File: src/rtl/div_request_arbiter.sv
// Round-robin arbiter sharing one start/done divider among NREQ requesters.
// Divide-by-zero is answered locally; a hung divider is cut off after TIMEOUT cycles.
module div_request_arbiter #(
    parameter int NREQ    = 4,
    parameter int WIDTH   = 16,
    parameter int TIMEOUT = 64,
    parameter int IDW     = (NREQ > 1) ? $clog2(NREQ) : 1
) (
    input  logic                  clk,
    input  logic                  rst,
    input  logic [NREQ-1:0]       req,
    input  logic [NREQ*WIDTH-1:0] req_dividend,
    input  logic [NREQ*WIDTH-1:0] req_divisor,
    output logic [NREQ-1:0]       ack,
    output logic                  div_start,
    output logic [WIDTH-1:0]      div_dividend,
    output logic [WIDTH-1:0]      div_divisor,
    input  logic                  div_done,
    input  logic [WIDTH-1:0]      div_quotient,
    input  logic [WIDTH:0]        div_remainder,
    output logic                  resp_valid,
    input  logic                  resp_ready,
    output logic [IDW-1:0]        resp_id,
    output logic [WIDTH-1:0]      resp_quotient,
    output logic [WIDTH:0]        resp_remainder,
    output logic                  resp_dbz,
    output logic                  resp_timeout,
    output logic                  busy
);

    typedef enum logic [1:0] {S_IDLE, S_ISSUE, S_WAIT, S_RESP} state_t;

    localparam int              CNTW     = (TIMEOUT > 1) ? $clog2(TIMEOUT) : 1;
    localparam int              IDW1     = IDW + 1;
    localparam logic [CNTW-1:0] CNT_LAST = CNTW'(TIMEOUT - 1);
    localparam logic [IDW-1:0]  ID_LAST  = IDW'(NREQ - 1);
    localparam logic [IDW:0]    NREQ_W   = IDW1'(NREQ);

    state_t            state_q, state_d;
    logic [IDW-1:0]    ptr_q, ptr_d;
    logic [CNTW-1:0]   cnt_q, cnt_d;
    logic              done_q, done_d;
    logic [NREQ-1:0]   ack_q, ack_d;
    logic              start_q, start_d;
    logic [WIDTH-1:0]  dividend_q, dividend_d;
    logic [WIDTH-1:0]  divisor_q, divisor_d;
    logic              resp_valid_q, resp_valid_d;
    logic [IDW-1:0]    resp_id_q, resp_id_d;
    logic [WIDTH-1:0]  resp_quot_q, resp_quot_d;
    logic [WIDTH:0]    resp_rem_q, resp_rem_d;
    logic              resp_dbz_q, resp_dbz_d;
    logic              resp_tmo_q, resp_tmo_d;

    logic [NREQ-1:0]   req_rot;
    logic [IDW:0]      gnt_off;
    logic [IDW:0]      gnt_sum;
    logic [IDW-1:0]    gnt_idx;
    logic              gnt_any;
    logic [WIDTH-1:0]  sel_dividend;
    logic [WIDTH-1:0]  sel_divisor;

    // Rotate requests so the pointer sits at bit 0, take the lowest set bit, rotate back.
    always_comb begin
        req_rot = NREQ'({req, req} >> ptr_q);
        gnt_any = |req_rot;
        gnt_off = '0;
        for (int k = NREQ - 1; k >= 0; k--) begin
            if (req_rot[k]) gnt_off = IDW1'(k);
        end
        gnt_sum = {1'b0, ptr_q} + gnt_off;
        if (gnt_sum >= NREQ_W) gnt_sum = gnt_sum - NREQ_W;
        gnt_idx = gnt_sum[IDW-1:0];
        sel_dividend = '0;
        sel_divisor  = '0;
        for (int k = 0; k < NREQ; k++) begin
            if (gnt_idx == IDW'(k)) begin
                sel_dividend = req_dividend[k*WIDTH +: WIDTH];
                sel_divisor  = req_divisor[k*WIDTH +: WIDTH];
            end
        end
    end

    always_comb begin
        state_d      = state_q;
        ptr_d        = ptr_q;
        cnt_d        = cnt_q;
        done_d       = div_done;
        ack_d        = '0;
        start_d      = 1'b0;
        dividend_d   = dividend_q;
        divisor_d    = divisor_q;
        resp_valid_d = resp_valid_q;
        resp_id_d    = resp_id_q;
        resp_quot_d  = resp_quot_q;
        resp_rem_d   = resp_rem_q;
        resp_dbz_d   = resp_dbz_q;
        resp_tmo_d   = resp_tmo_q;
        case (state_q)
            S_IDLE: begin
                if (gnt_any) begin
                    ack_d      = NREQ'(1) << gnt_idx;
                    dividend_d = sel_dividend;
                    divisor_d  = sel_divisor;
                    resp_id_d  = gnt_idx;
                    ptr_d      = (gnt_idx == ID_LAST) ? '0 : gnt_idx + 1'b1;
                    if (sel_divisor == '0) begin
                        resp_valid_d = 1'b1;
                        resp_quot_d  = '1;
                        resp_rem_d   = {1'b0, sel_dividend};
                        resp_dbz_d   = 1'b1;
                        resp_tmo_d   = 1'b0;
                        state_d      = S_RESP;
                    end else begin
                        state_d = S_ISSUE;
                    end
                end
            end
            S_ISSUE: begin
                start_d = 1'b1;
                cnt_d   = '0;
                state_d = S_WAIT;
            end
            S_WAIT: begin
                // Edge detect: a done level still high from the previous job is ignored.
                if (div_done && !done_q) begin
                    resp_valid_d = 1'b1;
                    resp_quot_d  = div_quotient;
                    resp_rem_d   = div_remainder;
                    state_d      = S_RESP;
                end else if (cnt_q == CNT_LAST) begin
                    resp_valid_d = 1'b1;
                    resp_quot_d  = '0;
                    resp_rem_d   = '0;
                    resp_tmo_d   = 1'b1;
                    state_d      = S_RESP;
                end else begin
                    cnt_d = cnt_q + 1'b1;
                end
            end
            S_RESP: begin
                if (resp_ready) begin
                    resp_valid_d = 1'b0;
                    resp_dbz_d   = 1'b0;
                    resp_tmo_d   = 1'b0;
                    state_d      = S_IDLE;
                end
            end
            default: state_d = S_IDLE;
        endcase
    end

    always_ff @(posedge clk or posedge rst) begin
        if (rst) begin
            state_q      <= S_IDLE;
            ptr_q        <= '0;
            cnt_q        <= '0;
            done_q       <= 1'b0;
            ack_q        <= '0;
            start_q      <= 1'b0;
            dividend_q   <= '0;
            divisor_q    <= '0;
            resp_valid_q <= 1'b0;
            resp_id_q    <= '0;
            resp_quot_q  <= '0;
            resp_rem_q   <= '0;
            resp_dbz_q   <= 1'b0;
            resp_tmo_q   <= 1'b0;
        end else begin
            state_q      <= state_d;
            ptr_q        <= ptr_d;
            cnt_q        <= cnt_d;
            done_q       <= done_d;
            ack_q        <= ack_d;
            start_q      <= start_d;
            dividend_q   <= dividend_d;
            divisor_q    <= divisor_d;
            resp_valid_q <= resp_valid_d;
            resp_id_q    <= resp_id_d;
            resp_quot_q  <= resp_quot_d;
            resp_rem_q   <= resp_rem_d;
            resp_dbz_q   <= resp_dbz_d;
            resp_tmo_q   <= resp_tmo_d;
        end
    end

    assign ack            = ack_q;
    assign div_start      = start_q;
    assign div_dividend   = dividend_q;
    assign div_divisor    = divisor_q;
    assign resp_valid     = resp_valid_q;
    assign resp_id        = resp_id_q;
    assign resp_quotient  = resp_quot_q;
    assign resp_remainder = resp_rem_q;
    assign resp_dbz       = resp_dbz_q;
    assign resp_timeout   = resp_tmo_q;
    assign busy           = (state_q != S_IDLE);

endmodule
File: config.mk
export PLATFORM = sky130hd
export DESIGN_NAME = div_request_arbiter
export DESIGN_NICKNAME = d
export VERILOG_FILES = /design/src/rtl/div_request_arbiter.sv
export SDC_FILE = /design/constraint.sdc
export NUM_CORES = 1
export LEC_CHECK = 0
export ABC_CLOCK_PERIOD_IN_PS = 4030
export CAP_MARGIN = 15
export CORE_ASPECT_RATIO = 0.9
export CORE_MARGIN = 2
export CORE_UTILIZATION = 37
export DETAILED_ROUTE_END_ITERATION = 16
export PLACE_DENSITY = 0.78
export SYNTH_ARGS = -nofsm -noshare
export SYNTH_HDL_FRONTEND = slang
export SYNTH_SLANG_ARGS = --single-unit
File: constraint.sdc
create_clock -name clk -period 4.03 [get_ports clk]
set_input_delay 0.403 -clock clk [delete_from_list [all_inputs] [get_ports clk]]
set_output_delay 0.403 -clock clk [all_outputs]
set_load 0.05 [all_outputs]
==> run metrics, run 1 <==
outcome=completed; Critical Path Slowest Stage Cell=dfrtp_1; DRT iter0 DRCs=430; DP Area=between 0.007 and 0.008 sq mm; Horiz. Die Dim=126 microns; critical path launch point type=flip-flop; GPL Wtd Cong=just over 0.9; drt drc=0; CP cell instances=nand2b_4, a21oi_2, nor2_1, a21oi_1, a21oi_1, ha_2, xnor2_2, xnor2_2, inv_2, ha_4, buf_12, a211o_1, a31oi_2, o22ai_2, nor4_4, a21oi_4, nor2_8, bufbuf_16, mux2_1; pin count of the biggest net entering global routing=61; total power=0.0103 W; Req. time, crit path=4.26 ns; CTS max path bufs=2; DRT Wirelength=about 19 mm; Post-synth ARST share=100%; delay-heaviest family, CP=compound AO/OA/AOI/OAI gates; switch share=48.8%; grt ovf=0; vias in the first global route=around 5,500; die footprint=~0.014 sq mm; Sink Count=86; Int Pwr=0.00528 W; CP Data Arrival Time=4.20 ns; Initial Util=37.4%; Final Hold Viols=0; slew margin rel.=32.1%; Sequential Power Share=13.9%; H-tree depth=3; total of max-cap violations=0; worst r2r src=ptr_q[1]$_DFFE_PP0P_; skew final=0.0111 ns; Antenna diodes=0; drt via density=5.41; reg-to-reg slack, setup=~0.063 ns; final core utilization=67.4%; DIE HEIGHT=114 microns; Root Driver=clkbuf_16; setup violators final=0; number of synthesized flops with an enable pin=0; Worst-path clk slew=0.07 ns; CP Buf/Inv Count=3; input/output buffers=244; FP Rows=40; Syn Area/Cell=8.79 sq um; R2R cell count=19; Clock Latency Late Sink=0.35 ns; Worst IR Drop VDD=557 uV; core footprint=0.0132 sq mm; first-pass GRT wire length=approximately 28 mm; worst setup path class=flip-flop to flip-flop; total I/O pin count=between 200 and 250; Sum Neg Setup Slack=0 ns; Final Max Slew Viols=0; worst-margin pin slew=1.02 ns; FF+latch count, synth=86; worst reg2reg path endpoint=resp_quotient[0]$_DFFE_PP0P_; synth top area cells=dfrtp_1 (44%), nand2_1 (7.5%), mux2_1 (7.3%), a21oi_1 (5.8%), o21ai_0 (3.6%); CTS tree=yes; hold crit path type=primary input to async pin; Syn Nets=roughly 740; Yosys top cell by area=dfrtp_1; sequential area share after synthesis=43.6%; Final period util=98.4%; cell area after synthesis=0.00494 sq mm; clock share of power=8.1%; post-route ant nets=0; Final Cell Area=0.00891 sq mm; worst-path fanout max=12; switching power=slightly above 0.005 W; Static Leak=3.72 nW; fin crit period=3.97 ns; gr usage total=between 20% and 30%; Ys Warns=0; DRT Pass-1 Iters=5; Comb power frac=approximately 78%; DR WL/cell=around 19 microns; cell count after synthesis=562; nets@finish=1,025; ys flop type=dfrtp_1; initial antenna violation count=0; CP Capture Type=flip-flop; Yosys cell types=43; Fmax=between 200 and 300 MHz; max incr delay on CP=0.43 ns; Power Density=1160 mW/mm^2; hold_ws=between 0.4 and 0.5 ns; TritonCTS Buffers=9; post-DP HPWL=13.3 mm; Vias=5,516; post-synth top area share=between 40 and 50%; fraction of layout cells with a size suffix above 1=20.0%; RSZ-0062 raised after global routing=yes; Area Growth Syn to Fin=80.4%; Worst path depth=19
flip-flops by register name, indices dropped and copies added, names as in the netlist:
signal and cells:
resp_remainder 17, resp_id 2, ptr_q 2, state_q 2, div_divisor 16, resp_valid 1
div_start 1, ack 4, div_dividend 16, done_q 1, resp_dbz 1, cnt_q 6
resp_quotient 16, resp_timeout 1
repair_timing:
action                     CTS  global route
setup endpoints to repair   33            36
pin swaps                   10            20
gates cloned                 3             1
resized for setup           39            54
buffers inserted             7             5
hold buffers                 0             0
synth_stat cells, drive strengths merged, types with 2 or more instances:
master  number
ha          10
nor4         4
dfrtp       86
o21ai       42
a31oi       16
a21oi       58
o31ai       19
nor2        31
inv         13
a22o         2
nand3b      17
nand2       99
mux2        32
nand3       19
buf          9
nand2b       5
clkbuf      35
xnor2        2
nor2b        5
nor3         2
a211o       17
o22ai       26
worst max path at each step:
stage	start	to	slack [ns]
after CTS	ptr_q[1]$_DFFE_PP0P_	resp_remainder[1]$_DFFE_PP0P_	0.01
after detailed placement	req[1]	resp_quotient[15]$_DFFE_PP0P_	-0.45
after floorplan	req[0]	resp_quotient[10]$_DFFE_PP0P_	0.08
after global placement	req[1]	resp_quotient[10]$_DFFE_PP0P_	-0.34
after global routing	ptr_q[1]$_DFFE_PP0P_	resp_quotient[15]$_DFFE_PP0P_	-0.09
final	ptr_q[1]$_DFFE_PP0P_	resp_quotient[0]$_DFFE_PP0P_	0.06
metal layers:
metal | wire length, microns | vias to the layer above | GRT usage [%]
met2 | 9450 | 247 | 43.7
li1 | - | 2585 | -
met4 | 715 | 0 | 10.0
met1 | 7580 | 2629 | 30.5
met3 | 1270 | 55 | 5.82
met5 | 0 | - | 0
power groups by stage:
| stage | clock (W) | combinational [W] | sequential (W) |
|---|---|---|---|
| 2_1_floorplan | 0 | 0.00298 | 0.00246 |
| 3_3_place_gp | 0 | 0.00632 | 0.00141 |
| 3_5_place_dp | 0 | 0.00647 | 0.00143 |
| 4_1_cts | 0.000854 | 0.00716 | 0.00143 |
| 5_1_grt | 0.000890 | 0.00851 | 0.00147 |
| 6_report | 0.000834 | 0.00804 | 0.00144 |
cell usage in the layout (no fill, tap or decap), types with 7 or more instances in the layout:
cell             Yosys  final
buf_4                1     56
nor2_1              30     30
mux2_4               0     27
o21ai_0             36     35
o21ai_1              6      7
clkbuf_16            0     10
inv_1               12      9
nand3_1             19     19
dfrtp_1             86     86
o22ai_1             26     10
nand2_1             99     99
buf_12               0      9
clkdlybuf4s50_1      0    240
o31ai_1             19     19
o22ai_2              0     13
nand3b_1            17     17
a211o_1             17     17
a21oi_1             57     55
a31oi_2              0      9
cells by family (layout without fill, tap and decap cells):
logic type / count (synthesis) / after routing / share of synthesized area (%)
mux: 33 / 33 / 7.50
compound gates: 188 / 188 / 23.2
buf+inv: 57 / 346 / 4.94
fa+ha+maj: 10 / 10 / 2.53
flops: 86 / 86 / 43.6
xor+xnor: 3 / 3 / 0.532
simple gates: 185 / 185 / 17.7
cell type report:
| type | instances | area [sq um] |
|---|---|---|
| Multi-Input combinational cell | 419 | 3000 |
| Fill cell | 983 | 4300 |
| Clock inverter | 7 | 76.3 |
| Tap cell | 168 | 210 |
| Inverter | 13 | 56.3 |
| Timing Repair Buffer | 317 | 3200 |
| Sequential cell | 86 | 2150 |
| Clock buffer | 9 | 225 |
through the flow:
stage	worst slack, ns	std cells
floorplan	0.0820	562
global placement	-0.342	987
detailed placement	-0.453	987
CTS	0.0148	1013
global route	-0.0871	1019
finish	0.0629	1019
Power figures use the tool's default switching activity.
==> inputs of run 2 (changes only) <==
--- a/config.mk
+++ b/config.mk
@@ -11,6 +11,7 @@
 export CORE_MARGIN = 2
 export CORE_UTILIZATION = 37
 export DETAILED_ROUTE_END_ITERATION = 16
+export MAX_ROUTING_LAYER = met4
 export PLACE_DENSITY = 0.78
 export SYNTH_ARGS = -nofsm -noshare
 export SYNTH_HDL_FRONTEND = slang
==> run 2 against run 1 <==
  * Global-route usage grew 0.43 points
  * Sequential share of layout area grew 0.30 points
  * First-iteration DRC count shrank 4.7%
  * Largest cell class unchanged
  * Highest routed layer unchanged
  * Final area shrank 1.2%
  * Die area is the same
  * Total power shrank 3.0%
  * Combinational power shrank 3.5%
  * Non-clock buffer count is the same
  * Core utilization shrank 0.81 points
  * Critical path type unchanged
  * Clock-buffer cell count grew 1
==> run metrics, run 2 (synthesized netlist as in run 1, its figures left out) <==
outcome=completed; Static Leak=3.69 nW (-0.80%); drt drc=0 (unchanged); Fmax=252 MHz (about the same); Power Density=1140 mW/mm^2 (-1.8%); Horiz. Die Dim=126 microns (unchanged); DRT iter0 DRCs=410 (-4.7%); post-DP HPWL=13.5 mm (+1.4%); CTS tree=yes; total I/O pin count=245 (unchanged); Final Hold Viols=0 (unchanged); H-tree depth=3 (unchanged); Vias=5,564 (+0.87%); most frequent cells in the layout=clkdlybuf4s50_1 (240), nand2_1 (99), dfrtp_1 (86); initial antenna violation count=0 (unchanged); fin crit period=3.97 ns (+0.00110 ns); grt ovf=0 (unchanged); worst-margin pin slew=1.03 ns (+0.00846 ns); final cell count without fillers=1,018 (-0.098%); pin count of the biggest net entering global routing=61 (unchanged); first-pass GRT wire length=28.2 mm (-1.1%); critical path launch point type=flip-flop; core footprint=0.0132 sq mm (unchanged); slew margin rel.=31.6% (-0.56 points); worst-path fanout max=18 (+6); Root Driver=clkbuf_16; max reg flops=17 (unchanged); DIE HEIGHT=114 microns (unchanged); TritonCTS Buffers=9 (unchanged); DRT Wirelength=19.1 mm (+0.47%); CP Capture Type=flip-flop; CP Data Arrival Time=4.19 ns (about the same); hold_buf cts=0 (unchanged); final core utilization=66.6% (-0.81 points); post-route ant nets=0 (unchanged); hold crit path type=flip-flop to flip-flop; Final Max Slew Viols=0 (unchanged); Req. time, crit path=4.26 ns (about the same); DRT Pass-1 Iters=5 (unchanged); skew final=0.00482 ns (-0.00627 ns); FP Rows=40 (unchanged); setup violators final=0 (unchanged); gr usage total=25.6% (+0.43 points); Final period util=98.5% (about the same); Filler cells=1,008 (+2.5%); total power=0.0100 W (-3.0%); drt via density=5.47 (+0.97%); input/output buffers=244 (unchanged); Worst IR Drop VDD=616 uV (+11%); nets@finish=1,025 (unchanged); Clock Latency Late Sink=0.34 ns (about the same); Antenna diodes=0 (unchanged); fraction of layout cells with a size suffix above 1=19.2% (-0.80 points); Sink Count=86 (unchanged); Inst Count DP=987 (unchanged); GPL Wtd Cong=0.930 (+2.0%); total of max-cap violations=0 (unchanged); Worst-path clk slew=0.07 ns (about the same); vias in the first global route=5,621 (+2.2%); Initial Util=37.4% (unchanged); commonest non-fill, non-tap cell in the layout=clkdlybuf4s50_1; DR WL/cell=18.8 microns (+0.57%); die footprint=0.0143 sq mm (unchanged); Area Growth Syn to Fin=78.3%; RSZ-0062 raised after global routing=yes; CTS max path bufs=2 (unchanged); worst setup path class=flip-flop to flip-flop
## run 2: changes by cell type in the layout (fill, tap and decap cells not counted), moves of 2 or more
cell / delta
mux2_4: -8
a21oi_1: -2
a21oi_2: +2
inv_8: -3
o22ai_4: -3
mux2_1: +8
inv_6: +3
o22ai_1: +2
buf_12: -2
clkinv_4: -2
buf_4: +3
## run 2: repair_timing
| item | CTS | global route |
|---|---|---|
| gates cloned | 2 | 2 |
| buffers inserted | 10 | 3 |
| setup endpoints to repair | 32 | 36 |
| pin swaps | 8 | 8 |
| hold endpoints to repair | 0 | 0 |
| resized for setup | 28 | 52 |
## run 2: through the flow
step                setup slack [ns]  instance area (sq um)  hold slack, ns  TNS [ns]
global route                  -0.124                   8800           0.508     -2.63
floorplan                     0.0820                   4940           0.434         0
global placement              -0.318                   7930           0.462    -10.44
finish                        0.0618                   8800           0.476         0
detailed placement            -0.445                   7930           0.466    -14.12
CTS                         -0.00864                   8470           0.480   -0.0436
## run 2: worst paths after layout
check | cells past startpoint | start | slack, ns | endpoint
min in group asynchronous | 2 | rst | 0.49 | div_divisor[13]$_DFFE_PP0P_
max | 19 | ptr_q[1]$_DFFE_PP0P_ | 0.06 | resp_remainder[15]$_DFFE_PP0P_
max in group asynchronous | 3 | rst | 2.75 | resp_remainder[11]$_DFFE_PP0P_
min reg2reg | 2 | div_divisor[9]$_DFFE_PP0P_ | 0.48 | div_divisor[9]$_DFFE_PP0P_
min | 2 | div_divisor[9]$_DFFE_PP0P_ | 0.48 | div_divisor[9]$_DFFE_PP0P_
max reg2reg | 19 | ptr_q[1]$_DFFE_PP0P_ | 0.06 | resp_remainder[15]$_DFFE_PP0P_
## run 2: power breakdown
group	internal (W)	switching (W)	total [W]
logic	0.00341	0.00435	0.00776
registers	0.00123	0.000215	0.00144
clock network	0.000439	0.000363	0.000802
## run 2: area by class of cell
type / instances / area, sq um / area share, %
Clock inverter: 5 / 42.5 / 0.483
Tap cell: 168 / 210 / 2.39
Sequential cell: 86 / 2150 / 24.4
Multi-Input combinational cell: 419 / 2940 / 33.4
Clock buffer: 10 / 239 / 2.71
Inverter: 13 / 53.8 / 0.611
Timing Repair Buffer: 317 / 3160 / 35.9
## run 2: worst max-delay path, cell delays in order, from the launching register on
cell and delay, ns:
dfrtp_1 0.41, nand2b_4 0.16, a21oi_2 0.12, nor2_1 0.06, a21oi_2 0.14, a21oi_2 0.07, ha_2 0.19, xnor2_2 0.14
xnor2_2 0.23, ha_2 0.26, buf_12 0.16, clkinvlp_4 0.10, buf_4 0.20, a31oi_1 0.21, o22ai_1 0.17, nor4_4 0.35
a21oi_4 0.13, nor2_8 0.14, bufbuf_16 0.29, mux2_1 0.31
## run 2: routing by layer
layer	GRT usage, %	share of wire [%]
met1	29.1	39
met2	42.6	50
met4	12.4	4.3
met3	6.43	6.6
met5	-	0
==> inputs of run 3 (changes only) <==
--- a/config.mk
+++ b/config.mk
@@ -13,6 +13,7 @@
 export DETAILED_ROUTE_END_ITERATION = 16
 export MAX_ROUTING_LAYER = met4
 export PLACE_DENSITY = 0.78
+export SKIP_CTS_REPAIR_TIMING = 1
 export SYNTH_ARGS = -nofsm -noshare
 export SYNTH_HDL_FRONTEND = slang
 export SYNTH_SLANG_ARGS = --single-unit
==> run 3 against run 2 <==
  * First-iteration DRC count is 10% lower
  * Sequential share of layout area up 0.12 points
  * Via count down 1.9%
  * Register-to-register slack lost 0.05 ns
  * Clock power shrank 0.9%
  * Global-route usage decreased by 0.83 points
  * Critical path depth unchanged
  * Critical endpoint unchanged
  * Largest cell class unchanged
  * Highest routed layer unchanged
==> run metrics, run 3 (synthesized netlist as in run 1, its figures left out) <==
outcome=completed; drt drc=0 (unchanged); Antenna diodes=0 (unchanged); skew final=0.00492 ns (+0.000102 ns); critical path launch point type=flip-flop; Final Hold Viols=0 (unchanged); fraction of layout cells with a size suffix above 1=19.5% (+0.37 points); Root Driver=clkbuf_16; setup violators final=0 (unchanged); Fmax=249 MHz (-1.3%); first-pass GRT wire length=27.2 mm (-3.3%); total I/O pin count=245 (unchanged); CP Buf/Inv Count=3 (-1); Inst Count DP=987 (unchanged); Final Max Slew Viols=0 (unchanged); hold crit path type=flip-flop to flip-flop; CP Capture Type=flip-flop; hold_ws=0.476 ns (+0.000452 ns); worst-path fanout max=7 (-11); Area Growth Syn to Fin=77.4%; CP most frequent cell=a21oi_2; Initial Util=37.4% (unchanged); Filler cells=997 (-1.1%); vias in the first global route=5,428 (-3.4%); fin crit period=4.02 ns (+0.0513 ns); Horiz. Die Dim=126 microns (unchanged); post-route ant nets=0 (unchanged); commonest non-fill, non-tap cell in the layout=clkdlybuf4s50_1; RSZ-0062 raised after global routing=yes; max incr delay on CP=0.43 ns (+0.02 ns); Critical Path Slowest Stage Cell=dfrtp_1; die footprint=0.0143 sq mm (unchanged); Worst IR Drop VDD=610 uV (-1.1%); drt via density=5.39 (-1.4%); initial antenna violation count=0 (unchanged); Power Density=1120 mW/mm^2 (-1.1%); H-tree depth=3 (unchanged); pin count of the biggest net entering global routing=61 (unchanged); max reg flops=17 (unchanged); Vias=5,456 (-1.9%); DIE HEIGHT=114 microns (unchanged); Sink Count=86 (unchanged); worst setup path class=flip-flop to flip-flop; GPL Wtd Cong=0.930 (unchanged); delay-heaviest family, CP=compound AO/OA/AOI/OAI gates; CTS max path bufs=2 (unchanged); Static Leak=3.70 nW (+0.28%); DP Area=0.00793 sq mm (unchanged); most frequent cells in the layout=clkdlybuf4s50_1 (240), nand2_1 (99), dfrtp_1 (86); gr usage total=24.8% (-0.83 points); final cell count without fillers=1,012 (-0.59%); DRT iter0 DRCs=369 (-10%); worst-margin pin slew=1.03 ns (+0.00136 ns); post-DP HPWL=13.5 mm (unchanged); Req. time, crit path=4.26 ns (about the same); slew margin rel.=31.5% (-0.090 points); FP Rows=40 (unchanged); Worst-path clk slew=0.07 ns (about the same); CP Data Arrival Time=4.25 ns (+0.06 ns); TritonCTS Buffers=9 (unchanged); Final Cell Area=0.00876 sq mm (-0.50%); DRT Wirelength=18.4 mm (-3.7%); nets@finish=1,019 (-0.59%); grt ovf=0 (unchanged); CTS tree=yes; CP cell instances=nand2b_4, a21oi_2, nor2_1, a21oi_2, a21oi_2, ha_2, xnor2_2, xnor2_2, inv_2, ha_4, buf_6, a211o_1, a31oi_4, o22ai_2, nor4_4, a21oi_4, nor2_8, clkbuf_16, mux2_4; DRT Pass-1 Iters=4 (-1); core footprint=0.0132 sq mm (unchanged); Clock Latency Late Sink=0.34 ns (about the same); Final period util=99.7% (+1.3 points); total of max-cap violations=0 (unchanged); DR WL/cell=18.2 microns (-3.1%); input/output buffers=244 (unchanged)
## run 3: changes by cell type in the layout (fill, tap and decap cells not counted), moves of 3 or more
cell / previous run / this run
mux2_1: 13 / 0
a31oi_1: 2 / 5
dlygate4sd2_1: 4 / 0
buf_4: 59 / 53
dlymetal6s2s_1: 0 / 4
a31oi_2: 9 / 6
mux2_4: 19 / 32
## run 3: cell type report
| class | count | area (sq um) | share of cell area (%) |
|---|---|---|---|
| clock inverters | 5 | 42.5 | 0.486 |
| well taps | 168 | 210 | 2.40 |
| clock buffers | 10 | 239 | 2.73 |
| multi-input cells | 419 | 2950 | 33.7 |
| inverters | 13 | 56.3 | 0.643 |
| flip-flops and latches | 86 | 2150 | 24.6 |
| repair buffers | 311 | 3110 | 35.5 |
## run 3: worst min-delay path, delay by kind of cell (launching register included)
family / cells / cell delay [ns]
AO/OA/AOI/OAI: 1 / 0.05
flip-flops: 1 / 0.34
AND/OR/NAND/NOR: 1 / 0.05
## run 3: metrics by stage
step           total power (W)  utilization [%]  setup TNS [ns]  setup slack (ns)
3_5_place_dp           0.00791             60.0          -14.12            -0.445
2_1_floorplan          0.00544                -               0            0.0820
6_report               0.00984             66.3               0            0.0105
5_1_grt                 0.0104             66.3           -4.18            -0.157
4_1_cts                0.00873             62.1           -2.85            -0.119
3_3_place_gp           0.00773             60.0          -10.44            -0.318
## run 3: where the power goes
part | switching, W | internal [W]
sequential | 0.000215 | 0.00123
clock | 0.000357 | 0.000439
combinational | 0.00425 | 0.00335
## run 3: final timing paths
check | start | to | slack (ns) | cells after the start
setup reg to reg | ptr_q[1]$_DFFE_PP0P_ | resp_remainder[15]$_DFFE_PP0P_ | 0.01 | 19
setup / recovery | ptr_q[1]$_DFFE_PP0P_ | resp_remainder[15]$_DFFE_PP0P_ | 0.01 | 19
min in group asynchronous | rst | div_start$_DFF_PP0_ | 0.50 | 2
max in group asynchronous | rst | resp_remainder[8]$_DFFE_PP0P_ | 2.75 | 3
hold reg to reg | div_divisor[9]$_DFFE_PP0P_ | div_divisor[9]$_DFFE_PP0P_ | 0.48 | 2
hold / removal | div_divisor[9]$_DFFE_PP0P_ | div_divisor[9]$_DFFE_PP0P_ | 0.48 | 2
## run 3: metal layers
metal	up-vias	track usage (%)	wire length (microns)
met5	-	-	0
met4	0	11.9	728
met3	53	6.24	1210
met2	246	41.5	9100
met1	2585	28.0	7360
li1	2572	-	-
